==> config.mk <==
export PLATFORM = sky130hd
export DESIGN_NAME = mii_tx_framer
export DESIGN_NICKNAME = d
export VERILOG_FILES = /design/src/rtl/eth_pkg.sv /design/src/rtl/eth_crc32.sv /design/src/rtl/mii_tx_framer.sv
export SDC_FILE = /design/constraint.sdc
export NUM_CORES = 1
export LEC_CHECK = 0
export BUFFER_PORTS_ARGS = -buffer_cell sky130_fd_sc_hd__buf_2
export CORE_AREA = 2 2 99 101
export CTS_CLUSTER_DIAMETER = 120
export DETAILED_ROUTE_END_ITERATION = 16
export DIE_AREA = 0 0 101 103
export GPL_TIMING_DRIVEN = 0
export PLACE_DENSITY = 0.67
export SLEW_MARGIN = 0
export SYNTH_ARGS = -nofsm -noshare
export SYNTH_HDL_FRONTEND = slang
export SYNTH_SLANG_ARGS = --single-unit
==> constraint.sdc <==
create_clock -name clk -period 7.39 [get_ports clk]
set_input_delay 0.739 -clock clk [delete_from_list [all_inputs] [get_ports clk]]
set_output_delay 0.739 -clock clk [all_outputs]
set_load 0.01 [all_outputs]
==> src/rtl/eth_pkg.sv <==
// Shared Ethernet definitions: transmit FSM states, MII nibble codes, CRC-32 constants.
package eth_pkg;

  typedef enum logic [2:0] {
    IDLE,
    PREAMBLE,
    SFD,
    DATA,
    PAD,
    FCS,
    IFG
  } tx_state_e;

  localparam logic [3:0]  PREAMBLE_NIB = 4'h5;
  localparam logic [3:0]  SFD_NIB      = 4'hD;
  localparam logic [31:0] CRC_POLY     = 32'hEDB88320;
  localparam logic [31:0] CRC_INIT     = 32'hFFFFFFFF;
  // Register value left after running the CRC over a frame plus its own FCS.
  localparam logic [31:0] CRC_RESIDUE  = 32'hDEBB20E3;

endpackage

==> src/rtl/eth_crc32.sv <==
// Byte-wise reflected CRC-32 step (combinational), shared by TX framing and RX FCS check.
module eth_crc32
  import eth_pkg::*;
(
  input  logic [31:0] crc_i,
  input  logic [7:0]  data_i,
  output logic [31:0] crc_o
);

  // LSB-first shift of eight data bits through the reflected polynomial
  always_comb begin
    crc_o = crc_i ^ {24'h0, data_i};
    for (int i = 0; i < 8; i++)
      crc_o = crc_o[0] ? ((crc_o >> 1) ^ CRC_POLY) : (crc_o >> 1);
  end

endmodule

==> src/rtl/mii_tx_framer.sv <==
// MII transmit framer: preamble/SFD, payload nibbles, zero pad, FCS, inter-frame gap.
module mii_tx_framer
  import eth_pkg::*;
#(
  parameter int MIN_FRAME        = 60,
  parameter int IFG_NIBBLES      = 24,
  parameter int PREAMBLE_NIBBLES = 15
) (
  input  logic       clk,
  input  logic       rst,
  input  logic [7:0] s_data,
  input  logic       s_valid,
  input  logic       s_last,
  output logic       s_ready,
  output logic       eth_tx_en,
  output logic [3:0] eth_txd,
  output logic       busy,
  output logic       frame_done,
  output logic       underrun
);

  localparam int NIB_MAX = (PREAMBLE_NIBBLES > IFG_NIBBLES) ? PREAMBLE_NIBBLES : IFG_NIBBLES;
  localparam int NW_RAW  = $clog2(NIB_MAX + 1);
  // The FCS phase also walks this counter through 8 nibbles.
  localparam int NW      = (NW_RAW < 3) ? 3 : NW_RAW;
  localparam logic [11:0] MIN_F = 12'(MIN_FRAME);

  tx_state_e       state_q, state_d;
  logic [NW-1:0]   nib_q, nib_d;
  logic            phase_q, phase_d;
  logic [7:0]      byte_q, byte_d;
  logic            last_q, last_d;
  logic [10:0]     cnt_q, cnt_d;
  logic [31:0]     crc_q, crc_d;

  logic [3:0]      txd_q, txd_d;
  logic            tx_en_q, tx_en_d;
  logic            ready_q, ready_d;
  logic            busy_q, busy_d;
  logic            done_q, done_d;
  logic            urun_q, urun_d;

  logic [7:0]      crc_byte;
  logic [31:0]     crc_nxt;
  logic [31:0]     fcs_w;
  logic [10:0]     cnt_inc;
  logic            pad_needed;

  assign crc_byte   = (state_q == PAD) ? 8'h00 : byte_q;
  assign fcs_w      = ~crc_d;
  assign cnt_inc    = (cnt_q == 11'h7FF) ? cnt_q : cnt_q + 11'd1;
  // Byte count after the byte finishing this cycle is still short of the minimum.
  assign pad_needed = ({1'b0, cnt_q} + 12'd1) < MIN_F;

  eth_crc32 u_crc (
    .crc_i  (crc_q),
    .data_i (crc_byte),
    .crc_o  (crc_nxt)
  );

  // State, datapath and registered outputs; reset drops tx_en immediately
  always_ff @(posedge clk or posedge rst) begin
    if (rst) begin
      state_q <= IDLE;
      nib_q   <= '0;
      phase_q <= 1'b0;
      byte_q  <= '0;
      last_q  <= 1'b0;
      cnt_q   <= '0;
      crc_q   <= CRC_INIT;
      txd_q   <= '0;
      tx_en_q <= 1'b0;
      ready_q <= 1'b0;
      busy_q  <= 1'b0;
      done_q  <= 1'b0;
      urun_q  <= 1'b0;
    end else begin
      state_q <= state_d;
      nib_q   <= nib_d;
      phase_q <= phase_d;
      byte_q  <= byte_d;
      last_q  <= last_d;
      cnt_q   <= cnt_d;
      crc_q   <= crc_d;
      txd_q   <= txd_d;
      tx_en_q <= tx_en_d;
      ready_q <= ready_d;
      busy_q  <= busy_d;
      done_q  <= done_d;
      urun_q  <= urun_d;
    end
  end

  // Next state: nibble sequencing, byte latch, CRC/count update on each byte's high nibble
  always_comb begin
    state_d = state_q;
    nib_d   = nib_q;
    phase_d = phase_q;
    byte_d  = byte_q;
    last_d  = last_q;
    cnt_d   = cnt_q;
    crc_d   = crc_q;
    urun_d  = 1'b0;
    case (state_q)
      IDLE: begin
        if (s_valid && ready_q) begin
          byte_d  = s_data;
          last_d  = s_last;
          crc_d   = CRC_INIT;
          cnt_d   = '0;
          nib_d   = '0;
          phase_d = 1'b0;
          state_d = PREAMBLE;
        end
      end
      PREAMBLE: begin
        if (nib_q == NW'(PREAMBLE_NIBBLES - 1)) begin
          nib_d   = '0;
          state_d = SFD;
        end else begin
          nib_d = nib_q + 1'b1;
        end
      end
      SFD: begin
        phase_d = 1'b0;
        state_d = DATA;
      end
      DATA: begin
        if (!phase_q) begin
          phase_d = 1'b1;
        end else begin
          phase_d = 1'b0;
          crc_d   = crc_nxt;
          cnt_d   = cnt_inc;
          nib_d   = '0;
          if (last_q) begin
            state_d = pad_needed ? PAD : FCS;
          end else if (s_valid) begin
            byte_d = s_data;
            last_d = s_last;
          end else begin
            // Starved mid-frame: abandon without FCS so the receiver drops it.
            urun_d  = 1'b1;
            state_d = IFG;
          end
        end
      end
      PAD: begin
        if (!phase_q) begin
          phase_d = 1'b1;
        end else begin
          phase_d = 1'b0;
          crc_d   = crc_nxt;
          cnt_d   = cnt_inc;
          nib_d   = '0;
          if (!pad_needed) state_d = FCS;
        end
      end
      FCS: begin
        if (nib_q == NW'(7)) begin
          nib_d   = '0;
          state_d = IFG;
        end else begin
          nib_d = nib_q + 1'b1;
        end
      end
      IFG: begin
        if (nib_q == NW'(IFG_NIBBLES - 1)) begin
          nib_d   = '0;
          state_d = IDLE;
        end else begin
          nib_d = nib_q + 1'b1;
        end
      end
      default: state_d = IDLE;
    endcase
  end

  // Outputs for the coming cycle, derived from the next state so they register cleanly
  always_comb begin
    txd_d   = '0;
    tx_en_d = 1'b0;
    ready_d = 1'b0;
    done_d  = 1'b0;
    busy_d  = (state_d != IDLE);
    case (state_d)
      IDLE:     ready_d = 1'b1;
      PREAMBLE: begin tx_en_d = 1'b1; txd_d = PREAMBLE_NIB; end
      SFD:      begin tx_en_d = 1'b1; txd_d = SFD_NIB; end
      DATA: begin
        tx_en_d = 1'b1;
        txd_d   = phase_d ? byte_d[7:4] : byte_d[3:0];
        ready_d = phase_d && !last_d;
      end
      PAD:      tx_en_d = 1'b1;
      FCS: begin
        tx_en_d = 1'b1;
        txd_d   = fcs_w[{nib_d[2:0], 2'b00} +: 4];
      end
      IFG:      done_d = (nib_d == NW'(IFG_NIBBLES - 1));
      default:  ;
    endcase
  end

  assign s_ready    = ready_q;
  assign eth_tx_en  = tx_en_q;
  assign eth_txd    = txd_q;
  assign busy       = busy_q;
  assign frame_done = done_q;
  assign underrun   = urun_q;

endmodule

==> impl_results.md <==
- Status: complete, no violations
- Final std cell area, no fill: 5420 um2
- Max clock buf depth: 2
- Crit-path slowest cell: dfrtp_1
- Worst slack, placed: 4000 ps
- Post-synthesis cell area: 4970 um2
- RSZ-0062 raised after global routing: false
- Slew @ Worst Pin: 909 ps
- Critical Path Max Stage Delay: 480 ps
- Clock sink count: 70
- H-tree levels: 3
- Slew HR: 39.2%
- Worst-path clk slew: 80 ps
- HPWL reported at the end of detailed placement: 9790 um
- Die Width: 101 um
- Gate Count Post-Synth: 538
- EDFF count, synth: 0
- Die Height: 103 um
- Port Buffer Count: 20
- CTS tree: built
- Synthesis-stage register bit count: 70
- Row cnt: 36
- CP Capture Type: register
- Layout net count: 584
- Layout cell share with drive strength beyond 1: 17.8%
- Sequential-to-total area share from yosys stat: 36.0%
- YS warnings: 0
- Dpl cell area: 5220 um2
- Final-report max-slew violation count: 0
- GRT overflow: 0
- Tot GR Track Use: 27.7%
- Final setup fails: 0
- Post-CTS sizing: 0
- PnR worst setup slack: 4000 ps
- Largest net degree at the start of global routing: 71
- Skew-Pair Late Insertion Delay: 350 ps
- CP Class: register to register
- Placed cells: 672
- Vias per inst: 6.08
- Clock root cell: clkbuf_8
- Antenna diodes: 0
- DRC violations left: 0
- Min cycle time layout: 3390 ps
- Fin crit share: 45.8%
- Ys flop type: dfrtp_1
- TritonRoute pass-1 iters: 5
- # hold bufs at CTS: 0
- Routability cong.: 0.958
- Skew final: 15.2 ps
- Fmax: 295 MHz
- Setup crit start kind: register
- Total wire length: 13,400 um
- Initial antenna violation count: 0
- Setup Buffers After CTS: 0
- Hold Crit Class: register to register
- Worst R2R Setup Slack: 4000 ps
- Detailed-route via count: 4,180
- WL/cell: 19.5 um
- Max-cap viol count: 0
- Final cell count without fillers: 688
- Placeable Area: 9460 um2
- Initial Utilization: 52.6%
- Total CTS buffers: 9
- Worst Path Arrival: 3630 ps
- Vias in the first global route: 4,116
- Distinct cells, synth: 76
- Async S/R FF share, synth: 100%
- I/O pin cnt: 21
- Worst EP required: 7630 ps
- Area grow syn2layout: 9.03%
- DRT iter0 DRCs: 265
- First-pass GRT wire length: 21,700 um
- Final hold violation count: 0
- Syn Nets: 553
- Avg Synthesized Cell Area: 9.25 um2
- Setup_tns: 0 ps
- Crit-path max FO: 10
- ANT nets after route: 0
- Worst-path cell chain: buf_2 -> buf_2 -> nor3b_1 -> nand2_1 -> nand2_1 -> buf_4 -> buf_4 -> nand3_1 -> o41ai_1
- Die area: 10,400 um2
-- cells in the final DEF, fill, tap and decap left out, drive strengths merged, types with 8 or more instances in the layout --
| cell type | count |
|---|---|
| o211ai | 15 |
| and2 | 8 |
| o21ai | 45 |
| dfstp | 32 |
| nor2 | 40 |
| xnor2 | 63 |
| buf | 39 |
| nor2b | 12 |
| dfrtp | 38 |
| nand3 | 13 |
| a21oi | 28 |
| nand2 | 53 |
| clkbuf | 32 |
| inv | 8 |
| xor2 | 22 |
-- flip-flops by register name (all words and copies together) (netlist names) --
register	cells
underrun	1
state_q	3
s_ready	1
byte_q	8
last_q	1
phase_q	1
cnt_q	11
eth_tx_en	1
busy	1
crc_q	32
frame_done	1
eth_txd	4
nib_q	5
-- worst max-delay path, delay by kind of cell, from the launching register on --
| kind | cells | cell delay (ps) |
|---|---|---|
| AO/OA/AOI/OAI | 1 | 450 |
| buffers and inverters | 4 | 850 |
| flip-flops | 1 | 480 |
| AND/OR/NAND/NOR | 4 | 1490 |
-- metal layers --
layer | global-route usage [%] | vias to the layer above | routed length (um)
met4 | 12.6 | 0 | 503
met1 | 37.9 | 2071 | 6010
li1 | - | 1963 | -
met3 | 4.41 | 35 | 670
met5 | 0 | - | 0
met2 | 43.7 | 111 | 6230
-- per-stage QoR --
| step | util, % | hold slack (ps) |
|---|---|---|
| floorplan | - | 454 |
| global placement | 55.2 | 486 |
| detailed placement | 55.2 | 495 |
| CTS | 57.3 | 506 |
| global route | 57.3 | 531 |
| finish | 57.3 | 504 |
-- area by class of cell --
cell class                      instances  area (um2)
Fill cell                             858        4040
Multi-Input combinational cell        422        2970
Sequential cell                        70        1790
Buffer                                 38         179
Clock buffer                           13         159
Tap cell                              114         143
Timing Repair Buffer                   20         100
Clock inverter                          3        45.0
Inverter                                8        32.5
-- kinds of logic after synthesis --
group / count (synthesis) / synth area share (%)
AND/OR/NAND/NOR: 173 / 18.0
adder cells (fa/ha/maj): 3 / 0.755
XOR/XNOR: 93 / 19.1
multiplexers: 9 / 1.91
flip-flops: 70 / 36.0
buffers and inverters: 46 / 4.20
AO/OA/AOI/OAI: 144 / 20.0
-- path summary, 6_finish.rpt --
kind	startpoint	depth (start not counted)	endpoint
worst max-delay path	state_q[1]$_DFF_PP0_	9	cnt_q[5]$_DFFE_PP0P_
worst min-delay path	cnt_q[5]$_DFFE_PP0P_	1	cnt_q[5]$_DFFE_PP0P_
worst max register to register	state_q[1]$_DFF_PP0_	9	cnt_q[5]$_DFFE_PP0P_
worst min register to register	cnt_q[5]$_DFFE_PP0P_	1	cnt_q[5]$_DFFE_PP0P_
max in group asynchronous	rst	2	eth_txd[3]$_DFF_PP0_
min in group asynchronous	rst	2	cnt_q[3]$_DFFE_PP0P_
-- cells in the mapped netlist, types with 5 or more instances --
cell type  number  area [um2]
a21o_1          6        45.0
a21oi_1        26         130
and2_1          8        50.1
and4b_1         5        50.1
buf_2          10        50.1
clkbuf_1       18        67.6
dfrtp_1        38         951
dfstp_2        32         841
inv_1           8        30.0
mux2i_1         5        50.1
nand2_1        52         195
nand2b_1        7        43.8
nand3_1        13        65.1
nor2_1         40         150
nor2b_1        12        75.1
nor3_1          5        25.0
nor3b_1         5        37.5
o211ai_1       13        97.6
o21ai_0        44         220
o22a_1          5        43.8
o31ai_1         7        52.6
xnor2_1        61         534
xnor3_1         6         135
xor2_1         21         184
Power is not shown: default switching activity piles up to over one toggle a cycle in this logic, so the estimate is an artifact.
